<file path="src/rtl/hazard_forward_unit.sv">
// Decode-stage dependency checker: operand forwarding selects, load-use
// interlock and data-memory control pipe for the 8-bit MIPS pipeline.
module hazard_forward_unit #(
   parameter int DEPTH          = 3,
   parameter int SELW           = 2,
   parameter int ZERO_REG_EN    = 1,
   parameter int LOAD_INTERLOCK = 1
) (
   input  logic            clk,
   input  logic            reset,
   input  logic            ins_valid,
   input  logic [23:0]     ins,
   output logic            stall,
   output logic [4:0]      op_dec,
   output logic [7:0]      imm,
   output logic            imm_sel,
   output logic [SELW-1:0] fwd_sel_a,
   output logic [SELW-1:0] fwd_sel_b,
   output logic [4:0]      rw_dm,
   output logic            mem_en_ex,
   output logic            mem_rw_ex,
   output logic            mem_mux_sel_dm
);

   localparam logic [4:0] OP_JMP = 5'b11000;
   localparam logic [4:0] OP_LD  = 5'b10100;
   localparam logic [4:0] OP_ST  = 5'b10101;

   typedef struct packed {
      logic [4:0] op;
      logic [4:0] ra;
      logic [4:0] rb;
      logic [4:0] rd;
      logic       dst_vld;
      logic       is_ld;
      logic       is_st;
      logic [7:0] imm;
      logic       imm_sel;
   } dec_t;

   typedef struct packed {
      logic [4:0] addr;
      logic       vld;
      logic       is_ld;
      logic       is_st;
   } dst_t;

   dec_t            dec_in;
   dec_t            dec_q, dec_d;
   dst_t [DEPTH:1]  dp_q, dp_d;
   logic            mem_en_q, mem_en_d;
   logic            mem_rw_q, mem_rw_d;
   logic            mem_mux_q, mem_mux_d;
   logic            stall_raw;
   logic            unused_bits;

   always_comb begin
      logic [4:0] op;
      logic       is_br;
      op     = ins[23:19];
      is_br  = (op == OP_JMP) || (op[4:2] == 3'b111);
      dec_in = '0;
      if (ins_valid) begin
         dec_in.op      = op;
         dec_in.rd      = ins[18:14];
         dec_in.ra      = is_br ? 5'd0 : ins[13:9];
         dec_in.rb      = is_br ? 5'd0 : ins[8:4];
         dec_in.is_ld   = (op == OP_LD);
         dec_in.is_st   = (op == OP_ST);
         dec_in.dst_vld = !(is_br || op == OP_ST);
         dec_in.imm     = ins[8:1];
         dec_in.imm_sel = (op[4:3] == 2'b01);
      end
   end

   // r0 is hardwired, so a load into it can never create a hazard
   always_comb begin
      logic hit;
      logic zero_ok;
      hit     = (ins[13:9] == dec_q.rd) || (ins[8:4] == dec_q.rd);
      zero_ok = !(ZERO_REG_EN != 0 && dec_q.rd == 5'd0);
      if (LOAD_INTERLOCK != 0)
         stall_raw = dec_q.is_ld && dec_q.dst_vld && ins_valid
                     && zero_ok && hit;
      else
         stall_raw = dec_q.is_ld;
      stall = reset && stall_raw;
   end

   always_comb begin
      dec_d     = stall ? '0 : dec_in;
      dp_d      = dp_q;
      dp_d[1]   = {dec_q.rd, dec_q.dst_vld, dec_q.is_ld, dec_q.is_st};
      for (int k = 2; k <= DEPTH; k++)
         dp_d[k] = dp_q[k-1];
      mem_en_d  = dec_q.is_ld | dec_q.is_st;
      mem_rw_d  = dec_q.is_st;
      mem_mux_d = dp_q[1].is_ld;
   end

   always_ff @(posedge clk) begin
      if (!reset) begin
         dec_q     <= '0;
         dp_q      <= '0;
         mem_en_q  <= 1'b0;
         mem_rw_q  <= 1'b0;
         mem_mux_q <= 1'b0;
      end else begin
         dec_q     <= dec_d;
         dp_q      <= dp_d;
         mem_en_q  <= mem_en_d;
         mem_rw_q  <= mem_rw_d;
         mem_mux_q <= mem_mux_d;
      end
   end

   // scan oldest to youngest so the youngest producer overwrites
   always_comb begin
      fwd_sel_a = '0;
      fwd_sel_b = '0;
      for (int k = DEPTH; k >= 1; k--) begin
         if (dp_q[k].vld && dp_q[k].addr == dec_q.ra)
            fwd_sel_a = SELW'(k);
         if (dp_q[k].vld && dp_q[k].addr == dec_q.rb)
            fwd_sel_b = SELW'(k);
      end
      if (ZERO_REG_EN != 0 && dec_q.ra == 5'd0)
         fwd_sel_a = '0;
      if (ZERO_REG_EN != 0 && dec_q.rb == 5'd0)
         fwd_sel_b = '0;
   end

   generate
      if (DEPTH >= 2) begin : g_rw
         assign rw_dm = dp_q[2].addr;
      end else begin : g_no_rw
         assign rw_dm = 5'd0;
      end
   endgenerate

   assign op_dec         = dec_q.op;
   assign imm            = dec_q.imm;
   assign imm_sel        = dec_q.imm_sel;
   assign mem_en_ex      = mem_en_q;
   assign mem_rw_ex      = mem_rw_q;
   assign mem_mux_sel_dm = mem_mux_q;

   assign unused_bits = ^{ins[0], dp_q[DEPTH].is_ld, dp_q[DEPTH].is_st};

endmodule
</file>
<file path="config.mk">
export PLATFORM = sky130hd
export DESIGN_NAME = hazard_forward_unit
export DESIGN_NICKNAME = d
export VERILOG_FILES = /design/src/rtl/hazard_forward_unit.sv
export SDC_FILE = /design/constraint.sdc
export NUM_CORES = 1
export LEC_CHECK = 0
export ABC_AREA = 1
export CELL_PAD_IN_SITES_DETAIL_PLACEMENT = 0
export CELL_PAD_IN_SITES_GLOBAL_PLACEMENT = 2
export CORE_MARGIN = 3
export CORE_UTILIZATION = 27
export CTS_BUF_LIST = sky130_fd_sc_hd__clkbuf_4 sky130_fd_sc_hd__clkbuf_8 sky130_fd_sc_hd__clkbuf_16
export DETAILED_ROUTE_END_ITERATION = 6
export PLACE_DENSITY = 0.89
export RECOVER_POWER = 25
export SLEW_MARGIN = 0
export SYNTH_ARGS = -nofsm -noshare
export SYNTH_HDL_FRONTEND = slang
export SYNTH_SLANG_ARGS = --single-unit
</file>
<file path="constraint.sdc">
create_clock -name clk -period 1.6 [get_ports clk]
set_input_delay 0.48 -clock clk [delete_from_list [all_inputs] [get_ports clk]]
set_output_delay 0.48 -clock clk [all_outputs]
set_load 0.005 [all_outputs]
</file>
==> run metrics, run 1 <==
Cell Count, Final, Fillers Out roughly 530; Sink Count 54; largest family of logic cells by synthesized area simple AND/OR/NAND/NOR gates; H-tree Lvls 2; Synth cell types 24; # rows 33; Leak about 1.8 nW; IO buf count between 50 and 60; post-synthesis cell area around 0.0024 mm²; Top FF cell, synth dfxtp_1; worst slew pin tran 455 ps; max-cap viol count 0; post-route cell area approximately 0.0034 mm²; Nets 447; Final Setup Violations 5; slowest stage cell, crit path dfxtp_2; initial antenna violation count 0; Cells after Synth about 340; Post-Synth XOR/XNOR Area 0.0182; Layout Skew approximately 6.1 ps; CORE AREA approximately 0.0084 mm²; final WL ~5600 µm; DR vias between 2000 and 2500; Critical Path AT 1440 ps; post-synthesis adder-cell area fraction 0; wire per inst 10.6 µm; simple-gate portion of the synthesized area 0.267; FF+latch area between 0.001 and 0.0015 mm²; worst stage delay on the critical path between 300 and 400 ps; Layout area overhead 42.8%; FMAX 521 MHz; Min Hold Slack ~420 ps; Seq/Total Area, Yosys 0.450; Worst-path clk slew ~90 ps; Peak VDD IR 381 µV; critical path cell sequence buf_6 -> xor2_1 -> a21oi_1 -> nand3_1 -> nand2_1 -> a21boi_1 -> buf_2; CTS tree done; Crit path required time 1120 ps; Slew Viols, Final 0; CP Capture Type output port; Antenna Nets Post-Route 0; global placer's final weighted congestion ~0.9; Multi-input gate area roughly 940 µm²; DRC violations left 0; Root Driver clkbuf_8; final worst-path cycle share 1.20; largest net degree at the start of global routing 22; post-synth top area cell dfxtp_1; grt ovf 0; clock buffer depth 2; Setup crit start kind flop; RSZ-0062 raised after global routing yes; Final HPWL DP about 4300 µm; violated checks setup timing; compound-cell area share of the yosys netlist 0.0708; die area 0.0101 mm²; layout cell share with drive strength beyond 1 0.306; top post-synthesis cells by area dfxtp_1 45%, nand2_1 12%, inv_1 12%, nor2_1 7.2%, buf_4 5.6%; Die Span Y 100 µm; Yosys top cell area share 0.450; initial core utilization 0.286; Mapped Nets 369; endpoints failing hold 0; GRT Total Usage 0.114; CP max FO 2; Yosys reg bits 54; R2R cell count 11; yosys warns 0; Final Util 0.408; top post-synthesis cells by count 79 x nand2_1, 75 x inv_1, 54 x dfxtp_1, 46 x nor2_1, 18 x buf_4; Clock Latency Late Sink about 300 ps; CTS buffer count 5; Power Dens Cells roughly 780 mW/mm²; CTS hold repair buffers 0; Relative slew margins 0.697; count leader, synth nand2_1; DIE WIDTH 100 µm; mux share of post-synthesis cell area 0; vias in the first global route just over 2000; hold depth 2; outcome finished with violations; global-route wire length before repair between 9000 and 10000 µm; Inst Count DP between 500 and 600; min Tclk post-route 1920 ps; Post-synth ARST share 0; DRT iter0 DRCs between 60 and 70; number of flops mapped to enable cells by yosys 0; Inserted Diodes 0; Tightest Hold Check Type reg2reg; synthesized area per cell about 7.0 µm²; io pins 54; Fillers slightly above 900; Crit Path Class reg2out; Setup WS post-layout -320 ps; TritonRoute pass-1 iters 5; Area after DPL ~0.0032 mm²; vias per cell about 4
## area by class of cell
| class | instances | share of cell area |
|---|---|---|
| Clock buffer | 7 | 0.0244 |
| Clock inverter | 1 | 0.00875 |
| Inverter | 78 | 0.0882 |
| Multi-Input combinational cell | 188 | 0.274 |
| Sequential cell | 54 | 0.329 |
| Tap cell | 105 | 0.0383 |
| Timing Repair Buffer | 93 | 0.237 |
## cells in the final DEF, fill, tap and decap left out, drive strengths merged, types with 3 or more instances in the layout
cell type	synthesis	final
a21boi	3	3
a21oi	7	7
buf	20	44
clkbuf	2	9
clkdlybuf4s15	0	5
clkdlybuf4s50	0	13
dfxtp	54	54
dlygate4sd2	0	29
inv	78	78
nand2	81	81
nand3	11	11
nand4	3	3
nor2	56	56
nor3	3	3
o21ai	8	8
o22ai	9	9
xnor2	4	4
## kinds of logic after synthesis
logic type             Yosys count
buffers and inverters          100
AND/OR/NAND/NOR                154
XOR/XNOR                         5
AO/OA/AOI/OAI                   29
flip-flops                      54
## timing repair
item	in CTS	in global routing
pin swaps	18	18
setup buffers	1	2
setup endpoints to repair	59	5
resized for setup	99	44
## per-layer routing
metal / routed length, µm / up-vias / global-route usage
met5: 0 / - / 0
met4: 69 / 0 / 0.0342
li1: - / 1155 / -
met3: 275 / 7 / 0.0264
met2: 2660 / 52 / 0.190
met1: 2580 / 925 / 0.147
## metrics by stage
stage	TNS [ps]	power, mW	setup WS, ps
floorplan	0	1.61	93.4
global placement	-15810	1.79	-925
detailed placement	-15980	1.79	-924
CTS	-1580	2.70	-370
global route	-1920	2.81	-418
finish	-1370	2.68	-320
## worst max-delay path, delay by kind of cell (launching register included)
kind                      cells  cell delay, ps
AOI/OAI and AO/OA             2             180
DFF                           1             350
and+or+nand+nor               2             240
buffers and inverters         2             240
xor gates and xnor gates      1             130
## worst paths after layout
kind,slack [ps],to,from
worst max register to register,240,op_dec[2]$_SDFF_PP0_,dec_q[12]$_SDFF_PP0_
worst min-delay path,420,mem_mux_sel_dm$_SDFF_PN0_,mem_mux_d$_SDFF_PN0_
worst min register to register,420,mem_mux_sel_dm$_SDFF_PN0_,mem_mux_d$_SDFF_PN0_
worst max-delay path,-320,fwd_sel_a[0],dec_q[23]$_SDFF_PP0_
## power by group
group	switching [mW]	total, mW	internal (mW)
clock	0.423	0.926	0.503
sequential	0.0348	1.41	1.38
combinational	0.161	0.345	0.184
total	0.619	2.68	2.06
## state kept, by name (all words and copies together), names as in the netlist
name / cells
dec_q: 17
rw_dm: 5
imm: 8
imm_sel: 1
mem_rw_d: 1
dp_d: 7
mem_en_ex: 1
mem_mux_d: 1
dp_q: 6
op_dec: 5
mem_mux_sel_dm: 1
mem_rw_ex: 1
Power figures use the tool's default switching activity.
==> inputs of run 2 (changes only) <==
--- a/config.mk
+++ b/config.mk
@@ -5,14 +5,13 @@
 export SDC_FILE = /design/constraint.sdc
 export NUM_CORES = 1
 export LEC_CHECK = 0
-export ABC_AREA = 1
 export CELL_PAD_IN_SITES_DETAIL_PLACEMENT = 0
 export CELL_PAD_IN_SITES_GLOBAL_PLACEMENT = 2
 export CORE_MARGIN = 3
-export CORE_UTILIZATION = 27
+export CORE_UTILIZATION = 29
 export CTS_BUF_LIST = sky130_fd_sc_hd__clkbuf_4 sky130_fd_sc_hd__clkbuf_8 sky130_fd_sc_hd__clkbuf_16
 export DETAILED_ROUTE_END_ITERATION = 6
-export PLACE_DENSITY = 0.89
+export PLACE_DENSITY = 0.88
 export RECOVER_POWER = 25
 export SLEW_MARGIN = 0
 export SYNTH_ARGS = -nofsm -noshare
==> constraint.sdc (replaced) <==
create_clock -name clk -period 1.6 [get_ports clk]
set_input_delay 0.24 -clock clk [delete_from_list [all_inputs] [get_ports clk]]
set_output_delay 0.24 -clock clk [all_outputs]
set_load 0.005 [all_outputs]
==> run metrics, run 2 <==
count leader, synth dfxtp_1; DR vias 1793 (-16%); R2R cell count 7 (-4); Root Driver clkbuf_8; global-route wire length before repair 9090 µm (-1.6%); CP Capture Type output port; Biggest register dec_q; Inserted Diodes 0 (unchanged); Worst-path clk slew 100 ps (about the same); number of flops mapped to enable cells by yosys 0 (unchanged); Top FF cell, synth dfxtp_1; H-tree Lvls 2 (unchanged); DRT iter0 DRCs 60 (-13%); Setup crit start kind flop; Relative slew margins 0.488 (-0.209); worst slew pin tran 769 ps (+314 ps); RSZ-0062 raised after global routing yes; TritonRoute pass-1 iters 4 (-1); min Tclk post-route 1920 ps (-3.48 ps); min-delay src mem_mux_d$_SDFF_PN0_; most common cell after layout, fill and taps aside clkdlybuf4s50_1; Reg2Reg Launch Point dec_q[16]$_SDFF_PP0_; GRT Total Usage 0.132 (+0.0182); Clock Latency Late Sink 310 ps (about the same); Seq/Total Area, Yosys 0.483 (+0.0340); yosys warns 0 (unchanged); CTS tree done; Final Setup Violations 34 (+29); Tightest Hold Check Type reg2reg; Sink Count 54 (unchanged); Inst Count DP 391 (-24%); crit path from dec_q[22]$_SDFF_PP0_; Yosys reg bits 54 (unchanged); Cells after Synth 235 (-31%); endpoints failing hold 0 (unchanged); CORE AREA 0.00737 mm² (-13%); Fin Setup TNS -4820 ps (-3450 ps); Overall Power 2.56 mW (-4.5%); most frequent cells in the layout 47 x clkdlybuf4s50_1, 38 x dfxtp_1, 32 x buf_4; Die Span Y 93.8 µm (-6.5%); vias per cell 4.34 (+6.8%); Post-synth ARST share 0 (unchanged); Slew Viols, Final 0 (unchanged); initial antenna violation count 0 (unchanged); die area 0.00880 mm² (-13%); Setup WS post-layout -317 ps (+3.48 ps); Layout Skew 4.09 ps (-1.97 ps); CTS buffer count 5 (unchanged); Synth cell types 26 (+8.3%); final worst-path cycle share 1.20 (-0.00217); final WL 5490 µm (-1.6%); Critical Path AT 1680 ps (+240 ps); Peak VDD IR 397 µV (+4.1%); Final Util 0.486 (+0.0783); violated checks setup timing; IO buf count 52 (unchanged); synthesized area per cell 9.51 µm² (+35%); Cell Count, Final, Fillers Out 413 (-21%); outcome finished with violations; post-synth top area cell dfxtp_1; Yosys top cell area share 0.483 (+0.0340); layout cell share with drive strength beyond 1 0.385 (+0.0789); post-synthesis cell area 0.00224 mm² (-7.0%); Nets 340 (-24%); CP max FO 4 (+2); vias in the first global route 1899 (-6.9%); wire per inst 13.3 µm (+25%); clock buffer depth 2 (unchanged); FMAX 522 MHz (+0.18%); grt ovf 0 (unchanged); Layout area overhead 60.2%; Mapped Nets 262 (-29%); max-cap viol count 0 (unchanged); initial core utilization 0.303 (+0.0179); Leak 1.48 nW (-20%); CTS hold repair buffers 0 (unchanged); top post-synthesis cells by count 54 x dfxtp_1, 30 x xor2_1, 29 x nor2_1, 22 x and2_1, 19 x nand2_1; Antenna Nets Post-Route 0 (unchanged); top post-synthesis cells by area dfxtp_1 48%, xor2_1 12%, and2_1 6.2%, buf_4 6.0%, nor2_1 4.9%; Crit path required time 1360 ps (+240 ps); DRC violations left 0 (unchanged); global placer's final weighted congestion 0.816 (-6.7%); io pins 54 (unchanged); Final HPWL DP 3780 µm (-13%); Min Hold Slack 445 ps (+26.8 ps); max FFs per register 17 (unchanged); hold depth 1 (-1); Power Dens Cells 715 mW/mm² (-8.5%); largest net degree at the start of global routing 25 (+14%); # rows 31 (-6.1%); DIE WIDTH 93.8 µm (-6.5%); Crit Path Class reg2out
run 2: cell count changes after synthesis, moves of 9 or more:
cell     before  now
and2_1        0   22
o22ai_1       9    0
xor2_1        1   30
nand2_1      79   19
nor2_2       10    0
nor2_1       46   29
inv_1        75    0
run 2: layout make-up:
cell class	instances	area, µm²
Fill cell	699	3790
Multi-Input combinational cell	155	1310
Sequential cell	54	1110
Timing Repair Buffer	97	937
Tap cell	99	124
Clock buffer	5	68.8
Clock inverter	3	26.3
run 2: path summary, 6_finish.rpt:
path	end	slack [ps]
hold reg to reg	mem_mux_sel_dm$_SDFF_PN0_	450
hold / removal	mem_mux_sel_dm$_SDFF_PN0_	450
setup reg to reg	dec_q[20]$_SDFF_PP0_	-150
setup / recovery	fwd_sel_a[0]	-320
run 2: repair_timing:
action / in CTS / in global routing
resized for setup: 87 / 42
endpoints found under the setup margin: 37 / 40
buffers inserted: 13 / 0
pin swaps: 43 / 14
gates cloned: 3 / 0
run 2: cell families (layout without fill, tap and decap cells):
family / count (synthesis) / in the layout / synth area share
flip-flops: 54 / 54 / 0.483
AO/OA/AOI/OAI: 7 / 7 / 0.0269
buffers and inverters: 26 / 105 / 0.0783
AND/OR/NAND/NOR: 108 / 108 / 0.255
XOR/XNOR: 40 / 40 / 0.157
run 2: critical path: stages, from the launching register on:
cell,delay [ps]
dfxtp_4,380
xor2_2,140
nor4_1,270
nand3_1,140
buf_4,160
a21oi_2,120
nor2_1,40
buf_2,120
run 2: per-layer routing:
metal / track usage / wire length [µm]
met1: 0.158 / 2360
met2: 0.226 / 2660
met3: 0.0441 / 381
met4: 0.0349 / 85
met5: 0 / 0
run 2: metrics by stage:
step,worst slack [ps],area [µm²]
after CTS,-429,3450
after global routing,-437,3580
after global placement,-497,2940
after detailed placement,-537,2940
after floorplan,65.9,2240
final,-317,3580
run 2: power by group:
part	switching [mW]	internal [mW]
logic	0.154	0.224
clock network	0.454	0.317
registers	0.0321	1.38
==> inputs of run 3 (changes only) <==
--- a/config.mk
+++ b/config.mk
@@ -13,7 +13,6 @@
 export DETAILED_ROUTE_END_ITERATION = 6
 export PLACE_DENSITY = 0.88
 export RECOVER_POWER = 25
-export SLEW_MARGIN = 0
 export SYNTH_ARGS = -nofsm -noshare
 export SYNTH_HDL_FRONTEND = slang
 export SYNTH_SLANG_ARGS = --single-unit
==> results of run 3 <==
No change in the layout: final DEF, timing and power equal those of run 2.
